--- config.mk ---
export PLATFORM = sky130hd
export DESIGN_NAME = ultrasonico_ctrl
export DESIGN_NICKNAME = d
export VERILOG_FILES = /design/src/rtl/ultrasonico_pkg.sv /design/src/rtl/ultrasonico_sync.sv /design/src/rtl/ultrasonico_ctrl.sv
export SDC_FILE = /design/constraint.sdc
export NUM_CORES = 1
export LEC_CHECK = 0
export CAP_MARGIN = 0
export CELL_PAD_IN_SITES_DETAIL_PLACEMENT = 1
export CELL_PAD_IN_SITES_GLOBAL_PLACEMENT = 2
export CORE_ASPECT_RATIO = 1.75
export CORE_MARGIN = 2
export CORE_UTILIZATION = 37
export DETAILED_ROUTE_END_ITERATION = 8
export PLACE_DENSITY = 0.84
export REMOVE_ABC_BUFFERS = 1
export SLEW_MARGIN = 15
export SYNTH_ARGS = -nofsm -noshare
export SYNTH_HDL_FRONTEND = slang
export SYNTH_SLANG_ARGS = --single-unit
export TNS_END_PERCENT = 10
--- constraint.sdc ---
create_clock -name clk -period 3.3 [get_ports clk]
set_input_delay 0.495 -clock clk [delete_from_list [all_inputs] [get_ports clk]]
set_output_delay 0.495 -clock clk [all_outputs]
set_load 0.1 [all_outputs]
--- src/rtl/ultrasonico_pkg.sv ---
// -----------------------------------------------------------------------------
// ultrasonico_pkg
// Shared definitions for the ultrasonic ranging sequencer: FSM state encoding,
// default timing constants for a 50 MHz clock and a small helper used to size
// the cycle timers.
// -----------------------------------------------------------------------------
package ultrasonico_pkg;

   typedef enum logic [2:0] {
      StIdle     = 3'd0,
      StTrig     = 3'd1,
      StWaitRise = 3'd2,
      StMeasure  = 3'd3,
      StHoldoff  = 3'd4
   } state_t;

   // Defaults for a 50 MHz clock
   localparam int unsigned DEF_N             = 16;
   localparam int unsigned DEF_TRIG_CYCLES   = 500;      // 10 us
   localparam int unsigned DEF_DIV           = 2900;     // 1 cm of round trip
   localparam int unsigned DEF_RISE_TIMEOUT  = 250000;   // 5 ms
   localparam int unsigned DEF_ECHO_TIMEOUT  = 1900000;  // 38 ms
   localparam int unsigned DEF_PERIOD_CYCLES = 3000000;  // 60 ms

   function automatic int unsigned max_u(input int unsigned a, input int unsigned b);
      return (a > b) ? a : b;
   endfunction

endpackage

--- src/rtl/ultrasonico_sync.sv ---
// -----------------------------------------------------------------------------
// ultrasonico_sync
// Two-flop synchronizer for an asynchronous sensor pin, with a third delayed
// flop for edge detection. Reusable for any slow sensor input.
//
// Ports:
//   clk      in   system clock
//   rst_n    in   synchronous active-low reset, clears all flops
//   i_async  in   asynchronous input pin
//   o_level  out  synchronized level
//   o_rise   out  one-cycle high on a synchronized 0->1 transition
//   o_fall   out  one-cycle high on a synchronized 1->0 transition
// -----------------------------------------------------------------------------
module ultrasonico_sync (
   input  logic clk,
   input  logic rst_n,
   input  logic i_async,
   output logic o_level,
   output logic o_rise,
   output logic o_fall
);

   logic r_meta;
   logic r_sync;
   logic r_dly;

   always_ff @(posedge clk) begin
      if (!rst_n) begin
         r_meta <= 1'b0;
         r_sync <= 1'b0;
         r_dly  <= 1'b0;
      end else begin
         r_meta <= i_async;
         r_sync <= r_meta;
         r_dly  <= r_sync;
      end
   end

   assign o_level = r_sync;
   assign o_rise  = r_sync & ~r_dly;
   assign o_fall  = ~r_sync & r_dly;

endmodule

--- src/rtl/ultrasonico_ctrl.sv ---
// -----------------------------------------------------------------------------
// ultrasonico_ctrl
// Ranging sequencer for an ultrasonic sensor: fires the trigger pulse, times
// the echo high width, converts it to distance units and reports either a
// distance (dist_valid) or a failed measurement (timeout). Trigger rising edges
// are spaced by at least PERIOD_CYCLES, in single-shot and free-running mode.
//
// Ports:
//   clk           in   system clock
//   rst_n         in   synchronous active-low reset
//   i_start       in   single-shot request, only looked at while idle
//   i_auto_en     in   free-running mode, re-trigger every period
//   i_echo        in   asynchronous echo pin from the sensor
//   o_trig        out  trigger pin to the sensor (registered)
//   o_busy        out  high whenever a measurement cycle is in progress
//   o_dist        out  last valid distance, held until the next success
//   o_dist_valid  out  one-cycle pulse when o_dist updates
//   o_timeout     out  one-cycle pulse on a failed measurement
// -----------------------------------------------------------------------------
module ultrasonico_ctrl
   import ultrasonico_pkg::*;
#(
   parameter int unsigned N             = DEF_N,
   parameter int unsigned TRIG_CYCLES   = DEF_TRIG_CYCLES,
   parameter int unsigned DIV           = DEF_DIV,
   parameter int unsigned RISE_TIMEOUT  = DEF_RISE_TIMEOUT,
   parameter int unsigned ECHO_TIMEOUT  = DEF_ECHO_TIMEOUT,
   parameter int unsigned PERIOD_CYCLES = DEF_PERIOD_CYCLES
) (
   input  logic         clk,
   input  logic         rst_n,
   input  logic         i_start,
   input  logic         i_auto_en,
   input  logic         i_echo,
   output logic         o_trig,
   output logic         o_busy,
   output logic [N-1:0] o_dist,
   output logic         o_dist_valid,
   output logic         o_timeout
);

   localparam int unsigned MAX_CYC = max_u(max_u(max_u(TRIG_CYCLES, DIV), RISE_TIMEOUT),
                                           max_u(ECHO_TIMEOUT, PERIOD_CYCLES));
   localparam int unsigned TW = (MAX_CYC > 1) ? $clog2(MAX_CYC) : 1;
   localparam int unsigned PW = (DIV > 1) ? $clog2(DIV) : 1;

   localparam logic [TW-1:0] TIMER_ONE   = TW'(1);
   localparam logic [TW-1:0] TRIG_LAST   = TW'(TRIG_CYCLES - 1);
   localparam logic [TW-1:0] RISE_LAST   = TW'(RISE_TIMEOUT - 1);
   localparam logic [TW-1:0] ECHO_LAST   = TW'(ECHO_TIMEOUT - 1);
   localparam logic [TW-1:0] PERIOD_LAST = TW'(PERIOD_CYCLES - 1);
   localparam logic [PW-1:0] PRESC_ONE   = PW'(1);
   localparam logic [PW-1:0] PRESC_LAST  = PW'(DIV - 1);
   localparam logic [N-1:0]  UNITS_ONE   = N'(1);
   localparam logic [N-1:0]  UNITS_MAX   = '1;

   // The cycle that detects the rise is already the first echo-high cycle, so
   // counting starts at one; with DIV == 1 that cycle is a whole unit.
   localparam logic [PW-1:0] PRESC_START = PW'((DIV == 1) ? 0 : 1);
   localparam logic [N-1:0]  UNITS_START = N'((DIV == 1) ? 1 : 0);

   logic w_echo_s;
   logic w_rise;
   logic w_fall;

   state_t        r_state;
   logic          r_trig;
   logic          r_busy;
   logic [N-1:0]  r_dist;
   logic          r_dist_valid;
   logic          r_timeout;
   logic [TW-1:0] r_timer;    // per-state timer; echo-high cycles in StMeasure
   logic [TW-1:0] r_period;   // cycles since trigger rise, saturating
   logic [PW-1:0] r_presc;
   logic [N-1:0]  r_units;

   ultrasonico_sync u_echo_sync (
      .clk     (clk),
      .rst_n   (rst_n),
      .i_async (i_echo),
      .o_level (w_echo_s),
      .o_rise  (w_rise),
      .o_fall  (w_fall)
   );

   always_ff @(posedge clk) begin
      if (!rst_n) begin
         r_state      <= StIdle;
         r_trig       <= 1'b0;
         r_busy       <= 1'b0;
         r_dist       <= '0;
         r_dist_valid <= 1'b0;
         r_timeout    <= 1'b0;
         r_timer      <= '0;
         r_period     <= '0;
         r_presc      <= '0;
         r_units      <= '0;
      end else begin
         r_dist_valid <= 1'b0;
         r_timeout    <= 1'b0;

         // Saturating, so an unusually long measurement cannot wrap the spacing check
         if (r_state != StIdle && r_period != PERIOD_LAST) begin
            r_period <= r_period + TIMER_ONE;
         end

         unique case (r_state)
            StIdle: begin
               if (i_start || i_auto_en) begin
                  r_state  <= StTrig;
                  r_trig   <= 1'b1;
                  r_busy   <= 1'b1;
                  r_timer  <= '0;
                  r_period <= '0;
               end
            end

            StTrig: begin
               if (r_timer == TRIG_LAST) begin
                  r_trig  <= 1'b0;
                  r_state <= StWaitRise;
                  r_timer <= '0;
               end else begin
                  r_timer <= r_timer + TIMER_ONE;
               end
            end

            StWaitRise: begin
               // Only an edge starts a measurement; an echo already high is ignored
               if (w_rise) begin
                  r_state <= StMeasure;
                  r_timer <= TIMER_ONE;
                  r_presc <= PRESC_START;
                  r_units <= UNITS_START;
               end else if (r_timer == RISE_LAST) begin
                  r_timeout <= 1'b1;
                  r_state   <= StHoldoff;
               end else begin
                  r_timer <= r_timer + TIMER_ONE;
               end
            end

            StMeasure: begin
               // Fall is checked first so it wins over a coincident timeout
               if (w_fall) begin
                  r_dist       <= r_units;
                  r_dist_valid <= 1'b1;
                  r_state      <= StHoldoff;
               end else if (w_echo_s) begin
                  if (r_timer == ECHO_LAST) begin
                     r_timeout <= 1'b1;
                     r_state   <= StHoldoff;
                  end else begin
                     r_timer <= r_timer + TIMER_ONE;
                     if (r_presc == PRESC_LAST) begin
                        r_presc <= '0;
                        if (r_units != UNITS_MAX) begin
                           r_units <= r_units + UNITS_ONE;
                        end
                     end else begin
                        r_presc <= r_presc + PRESC_ONE;
                     end
                  end
               end
            end

            StHoldoff: begin
               if (r_period == PERIOD_LAST) begin
                  r_state <= StIdle;
                  r_busy  <= 1'b0;
               end
            end

            default: begin
               r_state <= StIdle;
               r_trig  <= 1'b0;
               r_busy  <= 1'b0;
            end
         endcase
      end
   end

   assign o_trig       = r_trig;
   assign o_busy       = r_busy;
   assign o_dist       = r_dist;
   assign o_dist_valid = r_dist_valid;
   assign o_timeout    = r_timeout;

endmodule

# Word-level counts from Yosys, hierarchy flattened
# Index checks and enable logic that the tools add are counted.
# Widths: inputs -> output; s select.
[classes]
mux = 45
reduce_logical = 16
eq_ne = 24
n_bitwise = 6
addsub = 4
[op_table]
columns = ["operator", "count"]
rows = [
  ["$mux 22", 10],
  ["$mux 16", 6],
  ["$pmux 22 s4", 1],
  ["$mux 12", 5],
  ["$add 22x1->22 const B", 2],
  ["$pmux 16 s2", 1],
  ["$mux 3", 8],
  ["$pmux 12 s2", 1],
  ["$eq 22x18->1 const B", 1],
  ["$eq 22x21->1 const B", 1],
  ["$eq 22x22->1 const B", 1],
  ["$eq 22x9->1 const B", 1],
  ["$ne 22x22->1 const B", 1],
  ["$add 16x1->16 const B", 1],
  ["$ne 16x16->1 const B", 1],
  ["$pmux 3 s5", 1],
  ["$ne 2x2->1 const B", 7],
  ["$add 12x1->12 const B", 1],
  ["$eq 12x12->1 const B", 1],
  ["$reduce_and 6->1", 2],
  ["$mux 1", 9],
  ["$ne 3x2->1 const B", 3],
  ["$reduce_and 7->1", 1],
  ["$eq 3x2->1 const B", 2],
  ["other kinds (18)", 27],
]
[totals]
input_bits = 5
output_inout_bits = 20
register_bits = 98

# Depth between registers and ports, before layout
[logic_depth]
depth_word = 7
depth_mapped = 9
ltp_nobuf = 7

# Hierarchy
# Synthesis repeated with hierarchy kept, for this count alone.
[hier_totals]
cells_unflattened = 590
hier_area_um2 = 4963.5
[modules_own_cells]
columns = ["module", "instances", "area_each_um2", "cells_each", "seq_area_each_um2"]
rows = [
  ["ultrasonico_ctrl", 1, 4872.2, 582, 1901.8],
  ["ultrasonico_sync", 1, 91.3, 8, 60.1],
]

# Worst setup path before layout
# Ideal clock, no wire load.
[synth_path]
path_type = "register to register"
startpoint = "register r_timer[11]"
endpoint = "register r_timer[16]"
stages_incl_launch_ff = 7
setup_slack_ps = 903
synth_period_minus_slack_ps = 2397
t_arrival_ps = 2282
t_required_ps = 3185
n_path_buf = 1
cell_sequence = "dfxtp_1 -> or4_4 -> or4_4 -> o31a_4 -> o21ai_4 -> buf_12 -> nor2_2"
[synth_between]
elab_chain_cells = 5
elab_cells_between_ends = 14
cone_classes = "add/sub: 1; eq/ne: 5; mux: 7; reduce/logical: 1"
[synth_lines]
columns = ["item", "line_no", "source"]
rows = [
  ["start, declared", "ultrasonico_ctrl.sv:72", "logic [TW-1:0] r_timer;"],
  ["start signal, assigned", "ultrasonico_ctrl.sv:124", "r_timer <= r_timer + TIMER_ONE;"],
  ["start signal, assigned", "ultrasonico_ctrl.sv:139", "r_timer <= r_timer + TIMER_ONE;"],
  ["start signal, assigned", "ultrasonico_ctrl.sv:154", "r_timer <= r_timer + TIMER_ONE;"],
  ["$add 22x1->22", "ultrasonico_ctrl.sv:124, ultrasonico_ctrl.sv:139, ultrasonico_ctrl.sv:154", ""],
  ["$mux 22", "ultrasonico_ctrl.sv:150", "if (r_timer == ECHO_LAST) begin"],
  ["$mux 22", "ultrasonico_ctrl.sv:149", "end else if (w_echo_s) begin"],
  ["$mux 22", "ultrasonico_ctrl.sv:145", "if (w_fall) begin"],
  ["$pmux 22 s4", "ultrasonico_ctrl.sv:107", "unique case (r_state)"],
]
# Parallel ways exist; a longest one is shown, timed or not. The select of a mux whose other input is x is not followed.
# A chain may end at the register's enable or synchronous reset.

# Final worst setup path
[layout_path]
startpoint = "register r_timer[0]"
endpoint = "register r_state[1]"
[layout_between]
elab_chain_cells = 3
elab_cells_between_ends = 7
cone_classes = "eq/ne: 6; reduce/logical: 1"
[layout_lines]
columns = ["item", "line_no", "source"]
rows = [
  ["$eq 22x21->1 (tied with other cells)", "ultrasonico_ctrl.sv:150", ""],
  ["$ne 3x2->1 (no line) or $ne 2x2->1 (tied branches)", "n/a", ""],
  ["$reduce_and 6->1 (no line) *", "n/a", ""],
  ["end signal, assigned", "ultrasonico_ctrl.sv:148", "r_state <= StHoldoff;"],
  ["end signal, assigned", "ultrasonico_ctrl.sv:152", "r_state <= StHoldoff;"],
  ["end signal, assigned", "ultrasonico_ctrl.sv:169", "r_state <= StIdle;"],
  ["end, declared", "ultrasonico_ctrl.sv:66", "state_t r_state;"],
]
# Mark *: on every way between the ends. The rest lies on a longest branch, timed or not.

==> qor.yml <==
status:
  status: "finished clean"
sta:
  fin_hold_ws_ps: 435
  hold_viol: 0
  slew_viol_final: 0
  finalSetupViolations: 0
  tightest_slew_ps: 976
  slew_headroom: 0.347
  fin_skew_ps: 8.01
  fin_crit_ps: 2850
  maxClockFrequency_mhz: 350
  fin_crit_sh: 0.865
  grt_setup_unrepaired: "false"
floorplanning:
  core_mm2: 0.0125
  io_pins: 25
  die_w_um: 89.4
  die_height_um: 153
  fp-row-count: 54
  die_area_mm2: 0.0137
  start_util: 0.378
worst_hold_path:
  min_path_type: "reg -> reg"
  hold_path_end: "u_echo_sync.o_level"
  hold_depth: 1
  hp-start: "u_echo_sync.r_meta"
final_layout:
  synthToLayoutAreaGrowth_pct: 15.3
  final_util: 0.436
  drive_gt1_frac: 0.0908
  nFillCells: 1505
  antenna_cells: 0
  regArea_mm2: 0.00196
  multi_input_area_mm2: 0.00264
  finalNetCount: 588
route:
  antenna_left: 0
  wl_per_cell_um: 15.7
  wl_um: 11800
  drt_first_iter_violations: 129
  viasPerCell: 5.34
  drc: 0
  dr.pass1.iters: 4
  routed-via-count: 4017
global_route:
  grt_pass1_vias: 4180
  grt_max_degree: 29
  grt_util_all_layers: 0.184
  grt_overflow: 0
  antenna_found_initial: 0
  grt_pass1_wl_um: 20200
clock_tree:
  insertion_delay_ps: 340
  path_clk_slew_ps: 70
  clk_path_buf_depth: 2
  clock_sinks: 98
  tritoncts: "yes"
  cts_buffers: 9
  ctsHoldBuffers: 0
  htreeDepth: 3
  cts_setup_buffers: 0
  cts-root-buf: "clkbuf_16"
  ctsResizeCount: 0
critical_path:
  rr_endpoint: "r_state[1]"
  r2r_setup_slack_ps: 450
  r2r-start: "r_timer[0]"
  end_kind: "flip-flop"
  timing.critical_path.mode_cell: "a211oi_2"
  slowest_delay_ps: 650
  critical_path.max_fanout: 16
  critPathRequiredTime_ps: 3530
  path_cells: "ha_1 > nand3_1 > nor4_1 > a211oi_2 > buf_4 > a211oi_2 > nand2_1 > o311a_1"
  path_class: "reg -> reg"
  arrival_ps: 3090
  crit_path_start: "r_timer[0]"
  r2r_cells: 8
  slowest_stage: "nor4_1"
  startpoint_type: "flip-flop"
pwr:
  fin_total_pwr_w: 0.00294
  power.static_leakage_nw: 1.84
  power_switching_w: 0.000960
  p_sw_frac: 0.327
  clockPowerShare: 0.340
  seq_power_share: 0.439
  power_frac_comb: 0.220
  power.density_mw_per_mm2: 540
  ir_drop_uv: 263
  p_int_w: 0.00198
synthesis:
  ys_ff_latch: 98
  synth_edf_count: 0
  synth-compound-area-share: 0.126
  yosys.area_share.simple: 0.303
  synthMuxAreaShare: 0.00874
  synthArstFlopShare: 0
  syn_area_mm2: 0.00472
  yosysUniqueCellTypes: 54
  syn_inst: 555
  synth_top_family_by_area: "simple AND/OR/NAND/NOR gates"
  yosys.area_share.xor_xnor: 0.109
  synth_fa_ha_area_frac: 0.0106
  yosysWarnings: 0
  seq_area_frac_synth: 0.415
  avgSynthCellArea_um2: 8.51
  synth-main-ff-cell: "dfxtp_1"
placement:
  hpwl_um: 8680
  gp_congestion: 0.795
  port_buffers: 24
flow_run:
  cap_violations: 0
through the flow:
step / TNS (ps) / setup WS, ps / instances / instance area, um2
after global placement: 0 / 624 / 736 / 5170
after CTS: 0 / 482 / 752 / 5450
after floorplan: -619 / -217 / 532 / 4620
after global routing: 0 / 248 / 752 / 5450
final: 0 / 445 / 752 / 5450
after detailed placement: 0 / 504 / 736 / 5170
final cells by class:
type                    instances  area share
inverters                       7     0.00482
well taps                     168      0.0386
clock inverters                 6     0.00758
clock buffers                  10      0.0439
multi-input cells             427       0.484
flip-flops and latches         98       0.360
repair buffers                 36      0.0606
cell usage after synthesis (all sizes together) (5+ instances only):
| library cell | count | area share |
|---|---|---|
| dfxtp | 98 | 0.42 |
| nand2 | 64 | 0.051 |
| and2 | 9 | 0.012 |
| nor2 | 86 | 0.074 |
| o2111ai | 7 | 0.013 |
| xnor2 | 8 | 0.015 |
| nor4 | 5 | 0.0066 |
| nand2b | 5 | 0.0066 |
| nor3 | 13 | 0.014 |
| o211ai | 9 | 0.014 |
| clkbuf | 22 | 0.018 |
| inv | 7 | 0.0056 |
| xor2 | 51 | 0.095 |
| nand4 | 18 | 0.024 |
| and3 | 16 | 0.021 |
| and4 | 6 | 0.011 |
| o21ai | 15 | 0.018 |
| a21boi | 18 | 0.029 |
| a21oi | 8 | 0.0085 |
| nand3 | 26 | 0.028 |
power groups by stage:
| stage | clock network (W) | registers (W) | logic (W) |
|---|---|---|---|
| CTS | 0.00103 | 0.00129 | 0.000654 |
| finish | 0.00100 | 0.00129 | 0.000648 |
| floorplan | 0 | 0.00136 | 0.000408 |
| detailed placement | 0 | 0.00132 | 0.000647 |
| global route | 0.00108 | 0.00130 | 0.000716 |
| global placement | 0 | 0.00132 | 0.000625 |
state kept, by name (all words and copies together), names as in the netlist:
register and count:
o_timeout 1, o_busy 1, r_timer 22, r_presc 12, u_echo_sync.r_dly 1, r_period 22, u_echo_sync.o_level 1, o_dist_valid 1
o_trig 1, u_echo_sync.r_meta 1, r_units 16, r_state 3, o_dist 16
worst max path at each step:
stage,endpoint,slack (ps)
finish,r_state[1],450
global route,r_state[1],250
CTS,r_state[1],480
detailed placement,r_state[1],500
global placement,r_timer[8],620
floorplan,r_units[11],-220
critical path, delay by kind of cell, from the launching register on:
kind | cells | cell delay [ps]
flip-flops | 1 | 390
buffers and inverters | 1 | 250
adder cells (fa/ha/maj) | 1 | 250
AND/OR/NAND/NOR | 3 | 1030
AO/OA/AOI/OAI | 3 | 820
placed cells by master, fill, tap and decap left out, drive strengths merged, types with 10 or more instances in the layout:
| cell | n |
|---|---|
| clkdlybuf4s50 | 24 |
| buf | 12 |
| nand3 | 26 |
| a21boi | 18 |
| dfxtp | 98 |
| nor2 | 86 |
| nand4 | 18 |
| xor2 | 51 |
| o21ai | 15 |
| and3 | 16 |
| clkbuf | 10 |
| nand2 | 64 |
| nor3 | 13 |
metal layers:
layer | share of wire | GRT usage
met3 | 0.014 | 0.0281
met5 | 0 | 0
met1 | 0.41 | 0.201
met4 | 0.017 | 0.0668
met2 | 0.56 | 0.342
logic make-up (layout without fill, tap and decap cells):
logic type / after synthesis / in the layout
xor gates and xnor gates: 59 / 59
DFF: 98 / 98
AOI/OAI and AO/OA: 80 / 80
buffers and inverters: 30 / 59
adders and majority gates: 4 / 4
and+or+nand+nor: 280 / 280
muxes: 4 / 4
Note: power is estimated with default switching activity, not from simulation.
